===== src/rtl/dmi_sba_responder.sv =====
// DMI responder for the debug module: decodes DMI reads/writes to a small SBA register set
// and runs single-word system bus reads/writes on command.
module dmi_sba_responder #(
    parameter int unsigned ADDR_WIDTH = 7,
    parameter int unsigned DATA_WIDTH = 32,
    parameter int unsigned SB_TIMEOUT = 255
) (
    input  logic                  clock,
    input  logic                  reset_n,
    input  logic                  dmi_req_valid,
    output logic                  dmi_req_ready,
    input  logic [ADDR_WIDTH-1:0] dmi_req_addr,
    input  logic [DATA_WIDTH-1:0] dmi_req_data,
    input  logic [1:0]            dmi_req_op,
    output logic                  dmi_resp_valid,
    input  logic                  dmi_resp_ready,
    output logic [DATA_WIDTH-1:0] dmi_resp_data,
    output logic [1:0]            dmi_resp_op,
    output logic                  sb_req_valid,
    input  logic                  sb_req_ready,
    output logic                  sb_req_we,
    output logic [DATA_WIDTH-1:0] sb_req_addr,
    output logic [DATA_WIDTH-1:0] sb_req_wdata,
    input  logic                  sb_resp_valid,
    input  logic [DATA_WIDTH-1:0] sb_resp_rdata,
    input  logic                  sb_resp_err
);

    localparam logic [ADDR_WIDTH-1:0] AddrSbcs   = ADDR_WIDTH'(7'h38);
    localparam logic [ADDR_WIDTH-1:0] AddrSbAddr = ADDR_WIDTH'(7'h39);
    localparam logic [ADDR_WIDTH-1:0] AddrSbData = ADDR_WIDTH'(7'h3C);
    localparam logic [ADDR_WIDTH-1:0] AddrSbRd   = ADDR_WIDTH'(7'h44);
    localparam logic [ADDR_WIDTH-1:0] AddrSbWr   = ADDR_WIDTH'(7'h48);

    localparam logic [1:0] OpRd     = 2'd1;
    localparam logic [1:0] OpWr     = 2'd2;
    localparam logic [1:0] RespOk   = 2'd0;
    localparam logic [1:0] RespBusy = 2'd3;

    localparam int unsigned CntW = 8;
    // Timeout fires on the SB_TIMEOUT-th wait cycle; counter holds cycles already spent.
    localparam logic [CntW-1:0] TimeoutLast = CntW'(SB_TIMEOUT - 1);

    typedef enum logic {
        DIdle,
        DResp
    } dmi_state_e;

    typedef enum logic [1:0] {
        SIdle,
        SReq,
        SWait
    } sb_state_e;

    dmi_state_e            dmi_state_q, dmi_state_d;
    sb_state_e             sb_state_q, sb_state_d;
    logic [DATA_WIDTH-1:0] resp_data_q, resp_data_d;
    logic [1:0]            resp_op_q, resp_op_d;
    logic [DATA_WIDTH-1:0] sbaddr_q, sbaddr_d;
    logic [DATA_WIDTH-1:0] sbdata_q, sbdata_d;
    logic                  bus_err_q, bus_err_d;
    logic                  timeout_err_q, timeout_err_d;
    logic [CntW-1:0]       cnt_q, cnt_d;
    logic                  sb_we_q, sb_we_d;
    logic [DATA_WIDTH-1:0] sb_addr_q, sb_addr_d;
    logic [DATA_WIDTH-1:0] sb_wdata_q, sb_wdata_d;

    logic                  sb_busy;
    logic                  sbaddr_we;
    logic                  sbdata_we;
    logic                  clr_bus_err;
    logic                  clr_timeout_err;
    logic                  start_rd;
    logic                  start_wr;

    assign sb_busy = (sb_state_q != SIdle);

    // DMI request decode and response FSM
    always_comb begin
        dmi_state_d     = dmi_state_q;
        resp_data_d     = resp_data_q;
        resp_op_d       = resp_op_q;
        sbaddr_we       = 1'b0;
        sbdata_we       = 1'b0;
        clr_bus_err     = 1'b0;
        clr_timeout_err = 1'b0;
        start_rd        = 1'b0;
        start_wr        = 1'b0;

        case (dmi_state_q)
            DIdle: begin
                if (dmi_req_valid) begin
                    dmi_state_d = DResp;
                    resp_data_d = '0;
                    resp_op_d   = RespOk;
                    if (dmi_req_op == OpRd) begin
                        case (dmi_req_addr)
                            AddrSbcs: begin
                                resp_data_d = {{(DATA_WIDTH - 3){1'b0}},
                                               timeout_err_q, bus_err_q, sb_busy};
                            end
                            AddrSbAddr: resp_data_d = sbaddr_q;
                            AddrSbData: begin
                                if (sb_busy) begin
                                    resp_op_d = RespBusy;
                                end else begin
                                    resp_data_d = sbdata_q;
                                end
                            end
                            default: resp_data_d = '0;
                        endcase
                    end else if (dmi_req_op == OpWr) begin
                        case (dmi_req_addr)
                            AddrSbcs: begin
                                clr_bus_err     = dmi_req_data[1];
                                clr_timeout_err = dmi_req_data[2];
                            end
                            AddrSbAddr: begin
                                if (sb_busy) resp_op_d = RespBusy;
                                else sbaddr_we = 1'b1;
                            end
                            AddrSbData: begin
                                if (sb_busy) resp_op_d = RespBusy;
                                else sbdata_we = 1'b1;
                            end
                            AddrSbRd: begin
                                if (sb_busy) resp_op_d = RespBusy;
                                else start_rd = dmi_req_data[0];
                            end
                            AddrSbWr: begin
                                if (sb_busy) resp_op_d = RespBusy;
                                else start_wr = dmi_req_data[0];
                            end
                            default: ;
                        endcase
                    end
                end
            end
            DResp: begin
                if (dmi_resp_ready) begin
                    dmi_state_d = DIdle;
                end
            end
            default: dmi_state_d = DIdle;
        endcase
    end

    // System bus FSM and register updates
    always_comb begin
        sb_state_d    = sb_state_q;
        cnt_d         = cnt_q;
        sb_we_d       = sb_we_q;
        sb_addr_d     = sb_addr_q;
        sb_wdata_d    = sb_wdata_q;
        sbaddr_d      = sbaddr_we ? dmi_req_data : sbaddr_q;
        sbdata_d      = sbdata_we ? dmi_req_data : sbdata_q;
        // Clears apply first so a completion in the same cycle still sets its flag.
        bus_err_d     = bus_err_q & ~clr_bus_err;
        timeout_err_d = timeout_err_q & ~clr_timeout_err;

        case (sb_state_q)
            SIdle: begin
                if (start_rd || start_wr) begin
                    sb_state_d = SReq;
                    sb_we_d    = start_wr;
                    sb_addr_d  = sbaddr_q;
                    sb_wdata_d = sbdata_q;
                end
            end
            SReq: begin
                if (sb_req_ready) begin
                    sb_state_d = SWait;
                    cnt_d      = '0;
                end
            end
            SWait: begin
                if (sb_resp_valid) begin
                    sb_state_d = SIdle;
                    if (sb_resp_err) begin
                        bus_err_d = 1'b1;
                    end else if (!sb_we_q) begin
                        sbdata_d = sb_resp_rdata;
                    end
                end else if (cnt_q == TimeoutLast) begin
                    sb_state_d    = SIdle;
                    timeout_err_d = 1'b1;
                end else begin
                    cnt_d = cnt_q + 1'b1;
                end
            end
            default: sb_state_d = SIdle;
        endcase
    end

    always_ff @(posedge clock) begin
        if (!reset_n) begin
            dmi_state_q   <= DIdle;
            sb_state_q    <= SIdle;
            resp_data_q   <= '0;
            resp_op_q     <= RespOk;
            sbaddr_q      <= '0;
            sbdata_q      <= '0;
            bus_err_q     <= 1'b0;
            timeout_err_q <= 1'b0;
            cnt_q         <= '0;
            sb_we_q       <= 1'b0;
            sb_addr_q     <= '0;
            sb_wdata_q    <= '0;
        end else begin
            dmi_state_q   <= dmi_state_d;
            sb_state_q    <= sb_state_d;
            resp_data_q   <= resp_data_d;
            resp_op_q     <= resp_op_d;
            sbaddr_q      <= sbaddr_d;
            sbdata_q      <= sbdata_d;
            bus_err_q     <= bus_err_d;
            timeout_err_q <= timeout_err_d;
            cnt_q         <= cnt_d;
            sb_we_q       <= sb_we_d;
            sb_addr_q     <= sb_addr_d;
            sb_wdata_q    <= sb_wdata_d;
        end
    end

    assign dmi_req_ready  = reset_n && (dmi_state_q == DIdle);
    assign dmi_resp_valid = (dmi_state_q == DResp);
    assign dmi_resp_data  = resp_data_q;
    assign dmi_resp_op    = resp_op_q;
    assign sb_req_valid   = (sb_state_q == SReq);
    assign sb_req_we      = sb_we_q;
    assign sb_req_addr    = sb_addr_q;
    assign sb_req_wdata   = sb_wdata_q;

endmodule


===== config.mk =====
export PLATFORM = sky130hd
export DESIGN_NAME = dmi_sba_responder
export DESIGN_NICKNAME = d
export VERILOG_FILES = /design/src/rtl/dmi_sba_responder.sv
export SDC_FILE = /design/constraint.sdc
export NUM_CORES = 1
export LEC_CHECK = 0
export ABC_AREA = 1
export CAP_MARGIN = 10
export CORE_MARGIN = 2
export CORE_UTILIZATION = 45
export CTS_CLUSTER_SIZE = 12
export DETAILED_ROUTE_END_ITERATION = 8
export PLACE_DENSITY = 0.78
export SLEW_MARGIN = 10
export SYNTH_ARGS = -nofsm -noshare
export SYNTH_HDL_FRONTEND = slang
export SYNTH_SLANG_ARGS = --single-unit
export TNS_END_PERCENT = 10

===== constraint.sdc =====
create_clock -name clock -period 1.5 [get_ports clock]
set_input_delay 0.15 -clock clock [delete_from_list [all_inputs] [get_ports clock]]
set_output_delay 0.15 -clock clock [all_outputs]
set_load 0.02 [all_outputs]

After elaboration in Yosys (flattened, before gate mapping)
Cells that the tools add are included.
{"block": "word_totals", "ff_bits": 176, "in_bits": 80, "elab_cells": 106}
{"block": "classes", "add_sub_neg": 1, "n_eq_ne": 15, "mux": 63, "bitwise": 5, "reduce_logical": 10}
{"operator": "32-bit two-way mux", "count": 7}
{"operator": "32-bit one-hot mux with 3 select lines", "count": 1}
{"operator": "1-bit two-way mux", "count": 40}
{"operator": "8-bit two-way mux", "count": 3}
{"operator": "7-bit by 6-bit == test with 1-bit output, second input constant", "count": 3}
{"operator": "2-bit two-way mux", "count": 9}
{"operator": "8-bit one-hot mux with 2 select lines", "count": 1}
{"operator": "7-bit == test, second input constant", "count": 2}
{"operator": "8-bit by 1-bit adder with 8-bit output, second input constant", "count": 1}
{"operator": "8-bit == test, second input constant", "count": 1}
{"operator": "2-bit != test, second input constant", "count": 3}
{"operator": "2-bit one-hot mux with 3 select lines", "count": 1}
{"operator": "2-bit by 1-bit == test with 1-bit output, second input constant", "count": 2}
{"operator": "2-bit == test, second input constant", "count": 2}
{"operator": "2-bit AND reduction", "count": 2}
{"operator": "4-bit AND reduction", "count": 1}
{"operator": "2-bit nonzero test", "count": 2}
{"operator": "4-bit OR reduction", "count": 1}
{"operator": "3-bit != test, second input constant", "count": 1}
{"operator": "1-bit NOT", "count": 3}
{"operator": "3-bit AND reduction", "count": 1}
{"operator": "1-bit bitwise AND", "count": 2}
{"operator": "2-bit zero test", "count": 1}
{"operator": "2-bit by 1-bit != test with 1-bit output, second input constant", "count": 1}
{"operator": "other kinds (3)", "count": 3}

Depth between registers and ports, before layout
{"block": "logic_depth", "ltp_word": 12, "ltp_mapped": 13, "mapped_depth_nobuf": 13}

Worst setup path after synthesis
No wires, ideal clock.
{"block": "synth_path", "path_type": "register to register", "start": "register sb_state_q[0]", "end": "register cnt_q[5]", "setup_ps": 113, "arrival_time_ps": 1427, "slack_ps": -40, "stages_incl_launch_ff": 12, "path_buffers": 0, "period_less_slack_ps": 1540, "path_cell_list": "dfxtp_1 -> inv_1 -> nor2_1 -> inv_1 -> nor2_1 -> inv_1 -> nand2_2 -> inv_1 -> nand2_1 -> nand2_1 -> nand2_1 -> nor2_1"}
{"block": "synth_via", "elab_chain_len": 3, "elab_cells_between_ends": 8, "classes_between": "eq/ne (5); mux (1); reduce/logical (2)"}
{"item": "start, declared", "line_no": "56", "text": "sb_state_e sb_state_q, sb_state_d;"}
{"item": "start signal, assigned", "line_no": "198", "text": "sb_state_q <= SIdle;"}
{"item": "start signal, assigned", "line_no": "211", "text": "sb_state_q <= sb_state_d;"}
{"item": "2-bit by 1-bit == test with 1-bit output (*)"}
{"item": "via sb_req_valid", "line_no": "19", "text": "output logic sb_req_valid,"}
{"item": "2-bit by 1-bit != test with 1-bit output (no source line) or 2-bit nonzero test (tied branches)"}
{"item": "4-bit AND reduction (no source line)"}
{"item": "end signal, assigned", "line_no": "218", "text": "cnt_q <= cnt_d;"}
{"item": "end, declared", "line_no": "63", "text": "logic [CntW-1:0] cnt_q, cnt_d;"}
Mark *: on every way through the listed nets, which the timed path passes. The rest lies on a longest branch.
A chain may end at the register's enable or synchronous reset.

Final worst setup path
{"block": "layout_path", "start": "register cnt_q[0]", "end": "register cnt_q[4]"}
{"block": "layout_via", "elab_chain_len": 4, "elab_cells_between_ends": 7, "classes_between": "add/sub (1); eq/ne (2); mux (3); reduce/logical (1)"}
{"item": "8-bit by 1-bit adder with 8-bit output", "line_no": "188", "text": "cnt_d = cnt_q + 1'b1;"}
{"item": "8-bit two-way mux", "line_no": "184", "text": "end else if (cnt_q == TimeoutLast) begin"}
{"item": "8-bit two-way mux", "line_no": "177", "text": "if (sb_resp_valid) begin"}
{"item": "8-bit one-hot mux with 2 select lines", "line_no": "161", "text": "case (sb_state_q)"}
Parallel ways exist; a longest one is shown, timed or not. The select of a mux whose other input is x is not followed.

==> qor.yml <==
timing:
  maxClockFrequency_mhz: 657.4
  maxSlewViolCount: 0
  setup_slack_ps: -21.16
  final-hold-violation-count: 0
  grt_setup_unrepaired: "true"
  relSlewSlack_pct: 71.28
  max_slew.worst_pin.slew_ps: 430.8
  setup-violations-final: 3
  finalCritPeriodShare_pct: 101.4
  period_minus_slack_ps: 1521
  finClkSkew_ps: 8.251
logic_synthesis:
  syn_nets: 1132
  netlist.area_leader.share_pct: 46.50
  synth.area.top_cells: "sky130_fd_sc_hd__dfxtp_1, sky130_fd_sc_hd__a21oi_1, sky130_fd_sc_hd__inv_1, sky130_fd_sc_hd__nand2_1, sky130_fd_sc_hd__o21ai_1"
  synth.ff_latch_count: 175
  synthesis.yosys.warnings: 0
  post_synth_num_cell_types: 29
  synth.yosys.seq_area_share_pct: 46.50
  synthesis.area_per_instance_um2: 7.176
  netlist_area_um2: 7535
  post_synth_inst_count: 1050
  yosys.area.top_type: "sky130_fd_sc_hd__dfxtp_1"
worst_setup_path:
  critical_path.reg2reg.endpoint: "cnt_q[4]"
  worstPathCellList: "inv_2 > ha_4 > nand2_2 > nor2_2 > nand2_1 > nand2_2 > nand2_2 > nand2_4 > buf_6 > nor2_1 > o21ai_1 > nor2_1"
  worstReg2RegStart: "cnt_q[0]"
  critical_path_class: "flop to flop"
  worstPathBufferInverterCount: 2
  setup.worst_path.end: "cnt_q[4]"
  timing.reg2reg.setup_slack_ps: -20
  crit_path_end_kind: "flop"
  worst_path_most_repeated_cell: "sky130_fd_sc_hd__nand2_2"
  cp_top_family: "simple AND/OR/NAND/NOR gates"
  cp_slowest_cell: "sky130_fd_sc_hd__dfxtp_2"
  critical_path_depth: 12
  startpoint_type: "flop"
  critical_path.max_fanout: 8
  timing.critical_path.slowest_cell_delay_ps: 320
  worst_r2r_path_depth: 12
  req_time_crit_path_ps: 1820
  critPathLaunch: "cnt_q[0]"
  crit_arrival_ps: 1850
clocking:
  cts-root-buf: "sky130_fd_sc_hd__clkbuf_16"
  tritoncts_num_sinks: 175
  clock_path_buffers: 2
  cts_max_level: 4
  cts_tree: "done"
  clkLatencyLatePin_ps: 430
  cts_made_buffers: 17
  path_clk_slew_ps: 70
  ctsHoldBuffers: 0
finish:
  fill_cells: 1440
  fraction_of_layout_cells_with_a_size_suffix_above_1_pct: 11.91
  area_overhead_of_the_layout_relative_to_synthesis_pct: 42.03
  num_antenna_cells: 0
  nets: 1338
route:
  dr.first_iter.drc_count: 561
  num_vias: 7651
  finalWirelength_um: 23230
  route.detailed.wl_per_inst_um: 15.61
  router_iterations_before_antenna_repair: 5
  drt_drc_violations_left: 0
  postRouteAntennaNets: 0
  via_per_inst: 5.142
place:
  pre_cts_ws_ps: -343.6
  replace_congestion: 0.8786
  numPortBuffers: 181
  detailed_place_hpwl_um: 14280
floorplan:
  start_util_pct: 45.76
  io-pin-count: 182
  die-height_um: 133.4
  floorplan.die_area_um2: 17790
  die_width_um: 133.4
  coreArea_um2: 16470
  core.rowCount: 47
flow_run:
  cap_viol_max_count: 0
pwr:
  irDropWorstVdd_uv: 740.3
  design_power_total_uw: 9443
  static-leakage-power_uw: 0.005061
  cellPowerDensity_nw_per_um2: 882.4
global_route:
  grt_antenna_before_repair: 0
  overflow: 0
  via_count_of_the_first_global_routing_pass: 6810
  maximum_number_of_pins_on_one_net_before_global_route_repair: 101
  global_route.usage.total_pct: 23.88
  first_pass_grt_wire_length_um: 34220
run_status:
  outcome: "finished, violations left"
  failed_checks: "negative setup slack"
hold_path:
  hold_path.class: "input pin to flop"
[through the flow]
stage | instance area [µm²] | hold slack [ps] | std cells | TNS, ps | util [%]
global route | 10700 | 292.9 | 1488 | -3953 | 64.99
floorplan | 7538 | 298.3 | 1050 | -600.4 | -
global placement | 9837 | 430.8 | 1436 | -39720 | 59.74
CTS | 10250 | 285.5 | 1467 | -92.65 | 62.27
finish | 10700 | 280.1 | 1488 | -43.66 | 64.99
detailed placement | 9837 | 434.6 | 1436 | -42730 | 59.74
[power by group]
part	switching, µW	internal (µW)	total [µW]
combinational	336	309	645
clock	1830	2310	4140
sequential	6.63	4650	4660
[cells by family (layout without fill, tap and decap cells)]
family / after synthesis / after routing / synth area share (%)
flops: 175 / 175 / 46.50
compound gates: 336 / 336 / 22.40
buf+inv: 252 / 470 / 13.83
simple gates: 284 / 284 / 16.82
fa+ha+maj: 2 / 2 / 0.3321
xor+xnor: 1 / 1 / 0.1163
[area by class of cell]
class	count	area, µm²	area share, %
clock buffers	21	450.4	4.209
well taps	220	275.3	2.572
clock inverters	10	88.84	0.8301
inverters	186	700.7	6.547
flip-flops and latches	175	3510	32.80
repair buffers	253	2577	24.09
multi-input cells	623	3099	28.96
[state kept, by name (all words and copies together) (netlist names), 2 cells and up]
name,flops
dmi_resp_data,32
sb_req_addr,32
sb_req_wdata,32
sbaddr_q,32
sbdata_q,32
cnt_q,8
sb_state_q,2
[synth_stat cells]
| library cell | number |
|---|---|
| sky130_fd_sc_hd__a211oi_1 | 1 |
| sky130_fd_sc_hd__a21oi_1 | 165 |
| sky130_fd_sc_hd__a31oi_1 | 1 |
| sky130_fd_sc_hd__buf_1 | 3 |
| sky130_fd_sc_hd__buf_2 | 20 |
| sky130_fd_sc_hd__buf_4 | 3 |
| sky130_fd_sc_hd__buf_6 | 8 |
| sky130_fd_sc_hd__clkbuf_1 | 32 |
| sky130_fd_sc_hd__dfxtp_1 | 175 |
| sky130_fd_sc_hd__ha_1 | 2 |
| sky130_fd_sc_hd__inv_1 | 181 |
| sky130_fd_sc_hd__inv_2 | 5 |
| sky130_fd_sc_hd__nand2_1 | 174 |
| sky130_fd_sc_hd__nand2_2 | 3 |
| sky130_fd_sc_hd__nand3_1 | 61 |
| sky130_fd_sc_hd__nand3_2 | 1 |
| sky130_fd_sc_hd__nand3b_2 | 1 |
| sky130_fd_sc_hd__nand4_1 | 4 |
| sky130_fd_sc_hd__nand4_4 | 1 |
| sky130_fd_sc_hd__nor2_1 | 25 |
| sky130_fd_sc_hd__nor2_2 | 4 |
| sky130_fd_sc_hd__nor2_4 | 6 |
| sky130_fd_sc_hd__nor3_1 | 1 |
| sky130_fd_sc_hd__nor3_4 | 1 |
| sky130_fd_sc_hd__nor3b_1 | 2 |
| sky130_fd_sc_hd__o21a_1 | 1 |
| sky130_fd_sc_hd__o21ai_0 | 81 |
| sky130_fd_sc_hd__o21ai_1 | 87 |
| sky130_fd_sc_hd__xor2_1 | 1 |
[worst reg2reg max path, cell delays in order (launching register included)]
cell and delay [ps]:
sky130_fd_sc_hd__dfxtp_2 320, sky130_fd_sc_hd__inv_2 70, sky130_fd_sc_hd__ha_4 120, sky130_fd_sc_hd__nand2_2 60, sky130_fd_sc_hd__nor2_2 130, sky130_fd_sc_hd__nand2_1 80, sky130_fd_sc_hd__nand2_2 90, sky130_fd_sc_hd__nand2_2 90
sky130_fd_sc_hd__nand2_4 150, sky130_fd_sc_hd__buf_6 120, sky130_fd_sc_hd__nor2_1 30, sky130_fd_sc_hd__o21ai_1 120, sky130_fd_sc_hd__nor2_1 50
[cells in the final DEF (no fill, tap or decap), types with 2 or more instances in the layout]
| cell | count |
|---|---|
| sky130_fd_sc_hd__a21oi_1 | 164 |
| sky130_fd_sc_hd__buf_12 | 15 |
| sky130_fd_sc_hd__buf_4 | 42 |
| sky130_fd_sc_hd__buf_6 | 7 |
| sky130_fd_sc_hd__clkbuf_1 | 3 |
| sky130_fd_sc_hd__clkbuf_16 | 24 |
| sky130_fd_sc_hd__clkdlybuf4s50_1 | 78 |
| sky130_fd_sc_hd__clkinv_2 | 4 |
| sky130_fd_sc_hd__clkinvlp_4 | 4 |
| sky130_fd_sc_hd__dfxtp_1 | 170 |
| sky130_fd_sc_hd__dfxtp_2 | 5 |
| sky130_fd_sc_hd__dlygate4sd2_1 | 101 |
| sky130_fd_sc_hd__inv_1 | 178 |
| sky130_fd_sc_hd__inv_2 | 7 |
| sky130_fd_sc_hd__nand2_1 | 168 |
| sky130_fd_sc_hd__nand2_2 | 7 |
| sky130_fd_sc_hd__nand2_4 | 2 |
| sky130_fd_sc_hd__nand3_1 | 61 |
| sky130_fd_sc_hd__nand4_1 | 4 |
| sky130_fd_sc_hd__nor2_1 | 20 |
| sky130_fd_sc_hd__nor2_2 | 5 |
| sky130_fd_sc_hd__nor2_4 | 10 |
| sky130_fd_sc_hd__o21ai_0 | 53 |
| sky130_fd_sc_hd__o21ai_1 | 109 |
| sky130_fd_sc_hd__o21ai_2 | 6 |
[what timing repair did]
action,4_1_cts,5_1_grt
setup endpoints to repair,109,150
cloned,0,9
buffers inserted,0,12
pin swaps,0,8
resized for setup,106,67
[metal layers]
metal / up-vias / GRT usage (%) / share of wire [%]
li1: 3789 / - / -
met1: 3542 / 32.23 / 45
met2: 281 / 38.43 / 46
met3: 39 / 4.186 / 6.5
met4: 0 / 8.865 / 2.3
met5: - / 0 / 0
[worst min path at each step]
stage	from	to	slack, ps	cells after the start
global route	dmi_req_data[25]	sbaddr_q[25]	290	3
finish	reset_n	sb_req_wdata[6]	280	4
floorplan	dmi_req_data[10]	sbaddr_q[10]	300	2
CTS	dmi_req_data[14]	sbaddr_q[14]	290	3
global placement	sb_req_addr[31]	sb_req_addr[31]	430	2
detailed placement	sb_req_addr[31]	sb_req_addr[31]	430	2
Note: power is estimated with default switching activity, not from simulation.
==> variant, RTL diff (config.mk and constraints unchanged) <==
Re-encode `sb_state_e` (3 states) as one-hot, 3 bits wide.
--- a/src/rtl/dmi_sba_responder.sv
+++ b/src/rtl/dmi_sba_responder.sv
@@ -47,8 +47,8 @@
     } dmi_state_e;
 
-    typedef enum logic [1:0] {
-        SIdle,
-        SReq,
-        SWait
+    typedef enum logic [2:0] {
+        SIdle = 3'b001,
+        SReq  = 3'b010,
+        SWait = 3'b100
     } sb_state_e;
 
Check against the original RTL: same outputs for any inputs over 4 cycles, from zero or initial values and one cycle with reset_n low; so few cycles prove little.
==> variant against the unedited design <==
The run still ends with negative setup slack left. Design area rose by 1.5%. Wire length rose by 5.8%. Sequential share of layout area fell by 0.31 points. Worst setup slack got worse by 0.026 ns. Worst hold slack got worse by 0.039 ns. Combinational power rose by 32%. Synthesized cell count fell by 0.38%. Synthesized area fell by 0.86%. Critical endpoint is now sbaddr_q[12]$_SDFFE_PN0P_. Total power rose by 3.0%. Sequential cell count rose by 1. Largest cell class is now multi-input gates.
==> variant: results (changes against the unedited design) <==
Worst reg-to-reg path cell count: 8 (-4)
Worst hold endpoint: sb_state_q[0]$_SDFFE_PN1P_
Synth area leaders: dfxtp_1 (47%), a21oi_1 (9.4%), nand2_1 (8.2%)
Mapped Cells: 1046 (-0.38%)
Routed WL per cell: 16.6 um (+6.2%)
Final setup fails: 32 (+29)
Pin count of the biggest net entering global routing: 132 (+31%)
Met1 WL: 10400 um (+0.45%)
Syn_nets: 1128 (-0.35%)
Worst ir drop on vdd: 0.835 mV (+13%)
Pint: 7.35 mW (+1.0%)
Grt met1 use: 0.327 (+0.00512)
Gr usage total: 0.256 (+0.0168)
Worst-margin pin slew: 0.549 ns (+0.118 ns)
Layout cells sized above 1: 0.132 (+0.0132)
Failing checks: negative setup slack
Vias in the first global route: 7177 (+5.4%)
Dpl hpwl: 15100 um (+5.5%)
Setup Skew: 0.00838 ns (+0.000133 ns)
Via Count: 8066 (+5.4%)
Leak Pwr: 4.89 nW (-3.4%)
WL met3: 1840 um (+21%)
Status: finished, violations left
Most common library cells after synthesis: dfxtp_1 (176), nand2_1 (163), nor2_1 (157), a21oi_1 (141), nand3_1 (91)
GRT met2 Usage: 0.429 (+0.0446)
Final hold slack: 0.241 ns (-0.0388 ns)
Hold Path Stages: 3 (-1)
Launching point of the worst reg2reg path: sb_state_q[2]$_SDFFE_PN0P_
N_diodes: 0 (unchanged)
Met3 usage: 0.0448 (+0.00297)
Layout Nets: 1331 (-0.52%)
Arr. time, crit path: 1.92 ns (+0.07 ns)
CTS buffer count: 17 (unchanged)
Sequential power share: 0.483 (-0.010)
Inst Count DP: 1421 (-1.0%)
Netlist cell types: 30 (+3.4%)
Post-route setup slack: -0.0476 ns (-0.0264 ns)
Register area share after synthesis: 0.472 (+0.00673)
RD Place Congestion: 0.850 (-3.3%)
Die area: 0.0176 mm^2 (-0.83%)
Comb power: 0.853 mW (+32%)
Initial detailed-routing violation count: 667 (+19%)
Setup TNS: -0.473 ns (-0.429 ns)
Drt via density: 5.44 (+5.9%)
Placed cell area: 0.00978 mm^2 (-0.59%)
Met2 wire len: 11800 um (+9.1%)
Place WS: -0.401 ns (-0.0575 ns)
Worst r2r dst: sbaddr_q[12]$_SDFFE_PN0P_
Global-route wire length before repair: 36200 um (+5.8%)
Comb pwr share: 0.088 (+0.020)
-- variant: cell count changes after synthesis, moves of 6 or more --
cell	delta
clkbuf_1	+6
buf_2	+6
nand3_1	+30
a21oi_1	-24
inv_1	-127
nand2_1	-11
nor2_1	+132
-- variant: cells by family after synthesis --
group,count (synthesis),synth area share
compound gates,306,0.206
simple gates,423,0.237
xor+xnor,1,0.00117
buf+inv,138,0.0809
fa+ha+maj,2,0.00335
flops,176,0.472
-- variant: critical path, stage by stage, from the launching register on --
cell	delay [ns]
dfxtp_2	0.33
inv_2	0.08
nand3_4	0.12
nor3_4	0.29
nand2_2	0.16
clkinv_4	0.14
clkbuf_16	0.17
o21ai_0	0.08
nor2_1	0.12
-- variant: cell type report --
type / instances / area (um^2)
clock buffers: 22 / 474
clock inverters: 10 / 80.1
fillers: 1437 / 5540
inverters: 61 / 239
multi-input cells: 734 / 3540
flip-flops and latches: 176 / 3530
well taps: 220 / 275
repair buffers: 259 / 2730
-- variant: how the worst max path moves through the flow --
stage,depth (start not counted),to,from
4_1_cts,7,sbdata_q[26]$_SDFF_PN0_,sb_state_q[0]$_SDFFE_PN1P_
3_3_place_gp,11,sbaddr_q[2]$_SDFFE_PN0P_,dmi_req_addr[2]
5_1_grt,8,sbdata_q[5]$_SDFF_PN0_,sb_state_q[2]$_SDFFE_PN0P_
2_1_floorplan,10,sb_req_wdata[12]$_SDFFE_PN0P_,dmi_resp_valid$_SDFF_PN0_
6_report,8,sbaddr_q[12]$_SDFFE_PN0P_,sb_state_q[2]$_SDFFE_PN0P_
3_5_place_dp,11,sbaddr_q[2]$_SDFFE_PN0P_,dmi_req_addr[2]
-- variant: timing repair --
item,4_1_cts,5_1_grt
gates resized for setup,105,88
pin swaps,1,29
setup buffers,0,16
endpoints found under the setup margin,115,137
cloned,0,13
